==> config.mk <==
export PLATFORM = sky130hd
export DESIGN_NAME = sha_block_sequencer
export DESIGN_NICKNAME = d
export VERILOG_FILES = /design/src/rtl/sha_pkg.sv /design/src/rtl/round_counter.sv /design/src/rtl/sha_block_sequencer.sv
export SDC_FILE = /design/constraint.sdc
export NUM_CORES = 1
export LEC_CHECK = 0
export ABC_AREA = 0
export BUFFER_PORTS_ARGS = -buffer_cell sky130_fd_sc_hd__buf_2
export CAP_MARGIN = 10
export CORE_MARGIN = 2
export CORE_UTILIZATION = 52
export CTS_CLUSTER_DIAMETER = 100
export DETAILED_ROUTE_END_ITERATION = 10
export PLACE_DENSITY = 0.77
export SLEW_MARGIN = 0
export SYNTH_ARGS = -nofsm -noshare
export SYNTH_HDL_FRONTEND = slang
export SYNTH_SLANG_ARGS = --single-unit
==> constraint.sdc <==
create_clock -name clk -period 3.2 [get_ports clk]
set_input_delay 0.64 -clock clk [delete_from_list [all_inputs] [get_ports clk]]
set_output_delay 0.64 -clock clk [all_outputs]
set_load 0.1 [all_outputs]
==> src/rtl/sha_pkg.sv <==
// Shared types and constants for the two-block SHA-256 compression sequencer.
package sha_pkg;

  localparam int unsigned SHA_ROUNDS      = 64;
  localparam int unsigned SHA_SCHED_WORDS = 16;
  localparam int unsigned IDX_W           = 6;
  localparam int unsigned BLK_W           = 2;

  localparam logic [BLK_W-1:0] BLK_IV   = 2'd0;
  localparam logic [BLK_W-1:0] BLK_ACC1 = 2'd1;
  localparam logic [BLK_W-1:0] BLK_ACC2 = 2'd2;

  typedef enum logic [7:0] {
    ST_IDLE   = 8'b0000_0001,
    ST_LOAD1  = 8'b0000_0010,
    ST_ROUND1 = 8'b0000_0100,
    ST_ACC1   = 8'b0000_1000,
    ST_LOAD2  = 8'b0001_0000,
    ST_ROUND2 = 8'b0010_0000,
    ST_ACC2   = 8'b0100_0000,
    ST_DONE   = 8'b1000_0000
  } state_t;

endpackage

==> src/rtl/round_counter.sv <==
// Round index counter shared by both compression blocks; flags the final round.
module round_counter
  import sha_pkg::*;
#(
  parameter int unsigned ROUNDS = SHA_ROUNDS
) (
  input  logic             clk,
  input  logic             rst_n,
  input  logic             clr,
  input  logic             en,
  output logic [IDX_W-1:0] count,
  output logic             last_c
);

  always_ff @(posedge clk or negedge rst_n) begin
    if (!rst_n) begin
      count <= '0;
    end else if (clr) begin
      count <= '0;
    end else if (en) begin
      count <= count + IDX_W'(1);
    end
  end

  assign last_c = (count == IDX_W'(ROUNDS - 1));

endmodule

==> src/rtl/sha_block_sequencer.sv <==
// Sequences H reset / block-1 / block-2 accumulation for one mining job and
// returns the result through a done/ack handshake with an auto-incrementing nonce.
module sha_block_sequencer
  import sha_pkg::*;
#(
  parameter int unsigned ROUNDS  = SHA_ROUNDS,
  parameter int unsigned NONCE_W = 32
) (
  input  logic               clk,
  input  logic               rst_n,
  input  logic               start,
  input  logic               nonce_load,
  input  logic [NONCE_W-1:0] nonce_init,
  input  logic               ack,
  output logic [BLK_W-1:0]   block_sel,
  output logic               round_en,
  output logic [IDX_W-1:0]   round_idx,
  output logic               w_load,
  output logic               msg_half,
  output logic [NONCE_W-1:0] nonce,
  output logic               busy,
  output logic               done,
  output logic               nonce_wrap
);

  state_t           state;
  state_t           state_nxt;
  logic             last_c;
  logic             cnt_clr;
  logic             cnt_en;
  logic             in_round;
  logic             nxt_round;
  logic             nxt_load;
  logic [BLK_W-1:0] block_sel_nxt;
  logic             w_load_nxt;
  logic             msg_half_nxt;
  logic             busy_nxt;

  round_counter #(.ROUNDS(ROUNDS)) u_round_counter (
    .clk    (clk),
    .rst_n  (rst_n),
    .clr    (cnt_clr),
    .en     (cnt_en),
    .count  (round_idx),
    .last_c (last_c)
  );

  always_ff @(posedge clk or negedge rst_n) begin
    if (!rst_n) begin
      state <= ST_IDLE;
    end else begin
      state <= state_nxt;
    end
  end

  // Outputs are computed for the upcoming state so they can be registered.
  always_comb begin
    state_nxt     = state;
    in_round      = 1'b0;
    nxt_round     = 1'b0;
    nxt_load      = 1'b0;
    cnt_en        = 1'b0;
    cnt_clr       = 1'b1;
    block_sel_nxt = block_sel;
    w_load_nxt    = 1'b0;
    msg_half_nxt  = 1'b0;
    busy_nxt      = 1'b0;

    unique case (state)
      ST_IDLE:   if (!nonce_load && start) state_nxt = ST_LOAD1;
      ST_LOAD1:  state_nxt = ST_ROUND1;
      ST_ROUND1: if (last_c) state_nxt = ST_ACC1;
      ST_ACC1:   state_nxt = ST_LOAD2;
      ST_LOAD2:  state_nxt = ST_ROUND2;
      ST_ROUND2: if (last_c) state_nxt = ST_ACC2;
      ST_ACC2:   state_nxt = ST_DONE;
      ST_DONE:   if (ack) state_nxt = ST_IDLE;
      default:   state_nxt = ST_IDLE;
    endcase

    in_round  = (state == ST_ROUND1) || (state == ST_ROUND2);
    nxt_round = (state_nxt == ST_ROUND1) || (state_nxt == ST_ROUND2);
    nxt_load  = (state_nxt == ST_LOAD1) || (state_nxt == ST_LOAD2);
    cnt_en    = in_round && !last_c;
    cnt_clr   = !cnt_en;

    unique case (state_nxt)
      ST_LOAD1: block_sel_nxt = BLK_IV;
      ST_ACC1:  block_sel_nxt = BLK_ACC1;
      ST_ACC2:  block_sel_nxt = BLK_ACC2;
      default:  block_sel_nxt = block_sel;
    endcase

    // Message words feed W directly for the first SHA_SCHED_WORDS rounds.
    w_load_nxt   = nxt_load ||
                   (nxt_round && (!in_round || (round_idx < IDX_W'(SHA_SCHED_WORDS - 1))));
    msg_half_nxt = state_nxt inside {ST_LOAD2, ST_ROUND2, ST_ACC2};
    busy_nxt     = !(state_nxt inside {ST_IDLE, ST_DONE});
  end

  always_ff @(posedge clk or negedge rst_n) begin
    if (!rst_n) begin
      block_sel  <= BLK_IV;
      round_en   <= 1'b0;
      w_load     <= 1'b0;
      msg_half   <= 1'b0;
      busy       <= 1'b0;
      done       <= 1'b0;
      nonce      <= '0;
      nonce_wrap <= 1'b0;
    end else begin
      block_sel <= block_sel_nxt;
      round_en  <= nxt_round;
      w_load    <= w_load_nxt;
      msg_half  <= msg_half_nxt;
      busy      <= busy_nxt;
      done      <= (state_nxt == ST_DONE);
      if ((state == ST_IDLE) && nonce_load) begin
        nonce      <= nonce_init;
        nonce_wrap <= 1'b0;
      end else if ((state == ST_DONE) && ack) begin
        nonce <= nonce + NONCE_W'(1);
        if (&nonce) nonce_wrap <= 1'b1;
      end
    end
  end

endmodule
# Yosys cells after proc, flatten, opt, wreduce, memory -nomap -nowiden

Cells that the tools add are included.

Register bits after elaboration: 54

Reduce and logical (&&, ||, !) cells: 21
Multiplexer cells: 12
$lt $le $gt $ge: 1
Add/sub/neg operators: 2
Equal/unequal tests: 17

Operator list:

| operator              | count |
|---|---|
| $mux 32               | 2 |
| $pmux 8 s8            | 1 |
| $add 32x1->32 const B | 1 |
| $mux 8                | 4 |
| $reduce_and 32->1     | 1 |
| $eq 8x1->1 const B    | 2 |
| $eq 8x2->1 const B    | 2 |
| $eq 8x3->1 const B    | 2 |
| $eq 8x4->1 const B    | 2 |
| $eq 8x5->1 const B    | 2 |
| $eq 8x6->1 const B    | 2 |
| $eq 8x7->1 const B    | 2 |
| $eq 8x8->1 const B    | 2 |
| $add 6x1->6 const B   | 1 |
| $eq 6x6->1 const B    | 1 |
| $lt 6x4->1 const B    | 1 |
| $mux 6                | 1 |
| $pmux 2 s3            | 1 |
| $reduce_bool 2->1     | 3 |
| $reduce_bool 3->1     | 2 |
| $logic_and 1x1->1     | 5 |
| $logic_or 1x1->1      | 5 |
| $logic_not 1->1       | 4 |
| $mux 1                | 3 |
| $reduce_and 2->1      | 1 |

# Longest topological paths before layout

Depth after elaboration: 8
Gate-level depth with buffers: 8
Mapped depth without buffers: 6

# Cells and area by module

From an unflattened synthesis, not the netlist that was laid out.

Cell total of the unflattened synthesis: 317
Area total of the unflattened synthesis: 2,912.8 µm²

By module, submodules not included:

| module              | instances | area an instance (µm²) | cells each | sequential area each (µm²) |
|---|---|---|---|---|
| sha_block_sequencer | 1         | 2,631.3                | 289        | 1,202.4 |
| round_counter       | 1         | 281.5                  | 28         | 150.1 |

# Worst setup path after synthesis

Ideal clock, no wire load.

Path kind: reg2reg
From: reg nonce[0]
To: reg nonce[28]
Library setup time: 137 ps
Arrival time: 2,618 ps
Stages on the path, launching flop included: 8
Slack: 445 ps
Data required time: 3,063 ps
Buffers on the path: 1
Period minus slack after synthesis: 2,755 ps
Cell sequence: dfrtp_1 -> ha_1 -> nand3_1 -> or4_4 -> buf_6 -> nor4_2 -> xnor2_1 -> a21oi_1

Word-level cells in the longest chain between the ends: 3

RTL lines:

| item                   | line                       | source |
|---|---|---|
| from (decl)            | sha_block_sequencer.sv:20  | `output logic [NONCE_W-1:0] nonce,` |
| from (signal assigned) | sha_block_sequencer.sv:119 | `nonce <= nonce_init;` |
| from (signal assigned) | sha_block_sequencer.sv:122 | `nonce <= nonce + NONCE_W'(1);` |
| $add 32x1->32          | sha_block_sequencer.sv:122 |  |
| $mux 32                | sha_block_sequencer.sv:121 | `end else if ((state == ST_DONE) && ack) begin` |
| $mux 32                | sha_block_sequencer.sv:118 | `if ((state == ST_IDLE) && nonce_load) begin` |

Every way passes these cells. The select of a mux whose other input is x is not followed.
A chain may end at the register's enable or synchronous reset.

# Worst setup path in the final report

From: reg state[6]
To: reg nonce[24]

Word-level cells in the longest chain between the ends: 3

RTL lines:

| item                                                | line                                                   | source |
|---|---|---|
| from (decl)                                         | sha_block_sequencer.sv:26                              | `state_t state;` |
| from (signal assigned)                              | sha_block_sequencer.sv:52                              | `state <= state_nxt;` |
| $eq 8x1->1 / $eq 8x8->1 (equally long branches)     | sha_block_sequencer.sv:118, sha_block_sequencer.sv:121 |  |
| $logic_and 1x1->1 (on tied branches)                | sha_block_sequencer.sv:118, sha_block_sequencer.sv:121 |  |
| $mux 32 / $reduce_bool 2->1 (equally long branches) | -                                                      |  |

Parallel ways exist; a longest one is shown, timed or not.

==> results.md <==
- The final hold violation count is 0.
- In the global route stage, overall resource usage came out at 22.2%.
- The number of hold-repair buffers added at the cts stage is 0.
- For this run, the post-layout net count is between 400 and 500.
- No sink is reached through more buffers than the 2 on the longest clock path.
- After the first detailed-routing iteration, the DRC count stood at 170.
- The post-cts resize count is 0.
- The number of global-route vias before repair is 2390.
- The post-route DRC violation count is 0.
- In this run the tightest slew margin relative to its limit is about half.
- For the worst setup path, the data required time is 3.38 ns.
- The class of the worst hold path is in2async.
- The maximum fanout along the worst path is 19.
- Detailed placement finished with a half-perimeter wire length of between 4000 and 5000 um.
- The starting density of the core is 53.3%.
- The count of nets left with antenna violations once routing finished came out at 0.
- The clock tree root buffer cell is clkbuf_8.
- Across all layers, the routed design uses between 2000 and 3000 vias.
- The ratio of final minimum period to clock period is 80.9%.
- The worst clock skew on the final layout is 0.00784 ns.
- The clock latency reported for the late side of the worst-skew pair is 0.31 ns.
- Port buffering added 82 buffers.
- The transition time of the tightest slew-check pin is 0.763 ns.
- The H-tree depth reported by CTS is 2.
- The clock net in this run drives a total of 54 sinks.
- The commonest non-fill, non-tap cell in the layout is buf_2.
- The smallest clock period supported by the final layout is computed as roughly 2.6 ns.
- Yosys printed 0 warnings.
- The run finished with clean final reports.
- Pin placement for this block handled 83 I/O pins.
- When the netlist entered floorplanning its net count stood at between 300 and 400.
- The number of antenna cells inserted is 0.
- In this run the post-CTS setup repair buffer count came out at 0.
- Global routing finished with a remaining overflow of 0.
- The floorplan die height is ~80 um.
- The top cell types in the final layout, fill and taps aside, are 82 x buf_2, 53 x dfrtp_1, 48 x nor2_1, 35 x a21oi_1, 22 x xnor2_1.
- In the post-route analysis, the smallest setup slack over all paths is between 0.6 and 0.7 ns.
- The routed length per placed instance is about 15 um.
- Using the TritonRoute via totals, the vias-per-cell ratio works out to around 5.5.
- The layout overhead on the synthesized area is 17.9%.
- Synthesis handed over a netlist of 314 instances.
- In this run the horizontal extent of the chip is around 80 um.
- The clock tree from TritonCTS is yes.
- The first global-routing pass estimated between 10000 and 15000 um of wire.
- The number of setup violations in the final report is 0.
- The final instance area is 0.00342 sq mm.
- The first-pass iteration count of the detailed router is 4.
- The highest attainable clock frequency is 0.386 GHz.
- The number of slew-limit violations in the final report is 0.
- The kind of start point of the critical path is a flop.
- The worst setup timing slack at the placement stage is 0.467 ns.
- The cell area after synthesis is about 0.0029 sq mm.
- Setup repair after global routing left no endpoint under its margin.
- For this block, the routed nets add up to 6760 um of wire.
- The pin count of the biggest net entering global routing is 45.
- The row count is 27.
- The worst path arrival time is around 2.8 ns.
- The post-route netlist has 27.4% of its cells at a drive strength greater than 1.
- The clock transition at the registers of the reported paths is ~0.10 ns.
- The core region is 0.00544 sq mm.
- Summed over all failing endpoints, the final setup total negative slack is 0 ns.
- Once placement finished, the instance area stood at roughly 0.0033 sq mm.
- The number of buffers added by the clock tree synthesis step is 5.
- The netlist uses 39 different library cells.
- Summing the sequential cell areas from Yosys gives 46.6% of the chip area.
- The sort of element at the end of the critical path is a flop.
- After synthesis, the mean cell area works out to 9.24 sq um.
- The initial antenna violation count is 0.
- The max-capacitance violation count is 0.
- The worst setup path is of the reg2reg kind.
- The routability-driven placement congestion ratio is 0.854.
- The die covers 0.00619 sq mm.
- The total of flip-flops plus latches after synthesis is 54.
## final timing paths
check | slack (ns) | to | cells after the start | from
setup / recovery | 0.61 | nonce[24]$_DFFE_PN0P_ | 5 | state[6]$_DFF_PN0_
setup reg to reg | 0.61 | nonce[24]$_DFFE_PN0P_ | 5 | state[6]$_DFF_PN0_
min in group clk | 0.50 | u_round_counter.count[0]$_DFF_PN0_ | 1 | u_round_counter.count[0]$_DFF_PN0_
hold / removal | 0.26 | nonce[17]$_DFFE_PN0P_ | 1 | rst_n
hold reg to reg | 0.50 | u_round_counter.count[0]$_DFF_PN0_ | 1 | u_round_counter.count[0]$_DFF_PN0_
max in group asynchronous | 2.24 | state[0]$_DFF_PN1_ | 2 | rst_n
## critical path, cell delays in order (launching register included)
cell,delay [ns]
dfrtp_1,0.46
nand3b_1,0.25
or4_1,0.92
nor4_1,0.57
xnor2_1,0.17
a21oi_1,0.08
## final cells by class
class	count	area, sq um
timing repair buffer	85	433
tap	72	90.1
inverter	7	26.3
fill	488	2020
clock buffer	8	90.1
multi-input combinational	236	1430
sequential	54	1350
## registers in the layout, indices dropped and copies added, names as in the netlist
register	flops
round_en	1
state	8
u_round_counter.count	6
w_load	1
nonce	32
done	1
nonce_wrap	1
msg_half	1
busy	1
block_sel	2
## synth_stat cells (all sizes together)
master / count / area (sq um)
a21oi: 35 / 175
a31o: 1 / 8.76
inv: 7 / 26.3
ha: 2 / 25.0
buf: 6 / 53.8
a221o: 1 / 10.0
nor3: 12 / 60.1
clkbuf: 11 / 42.5
or2: 3 / 18.8
nor2: 48 / 180
nand2b: 4 / 25.0
xor2: 16 / 140
dfrtp: 53 / 1330
and3: 8 / 50.1
o22ai: 1 / 6.26
or4: 4 / 41.3
nor3b: 1 / 7.51
and4b: 1 / 10.0
o211ai: 1 / 7.51
nor4b: 1 / 8.76
mux2i: 2 / 20.0
nand3b: 1 / 7.51
nand4: 8 / 50.1
and2: 2 / 12.5
or3: 2 / 12.5
nor4: 14 / 131
xnor2: 22 / 193
nor2b: 1 / 6.26
dfstp: 1 / 26.3
o21ai: 5 / 25.0
nand3: 19 / 95.1
nand4b: 2 / 17.5
nand2: 17 / 63.8
and4: 2 / 17.5
## layer usage
layer	vias to the layer above	track usage [%]	wire, um
met5	-	0	0
met4	0	7.37	87
met3	8	4.55	454
met2	78	36.4	3260
met1	1206	29.6	2950
li1	1234	-	-
## cell families (layout without fill, tap and decap cells)
group                    Yosys count  count (layout)  share of synthesized area, %
buffers and inverters             24             100                          4.23
adder cells (fa/ha/maj)            2               2                         0.862
XOR/XNOR                          38              38                          11.5
flip-flops                        54              54                          46.6
AO/OA/AOI/OAI                     44              44                          8.02
AND/OR/NAND/NOR                  150             150                          28.1
multiplexers                       2               2                         0.690
## metrics by stage
stage	instances	hold slack, ns	utilization (%)
6_report	462	0.258	62.9
5_1_grt	462	0.276	62.9
3_5_place_dp	454	0.491	61.2
3_3_place_gp	454	0.475	61.2
2_1_floorplan	314	0.344	-
4_1_cts	462	0.263	62.9
Power is left out: the tool's default activity adds up to more than one toggle a clock period on the data nets, which glitch-free logic cannot reach.
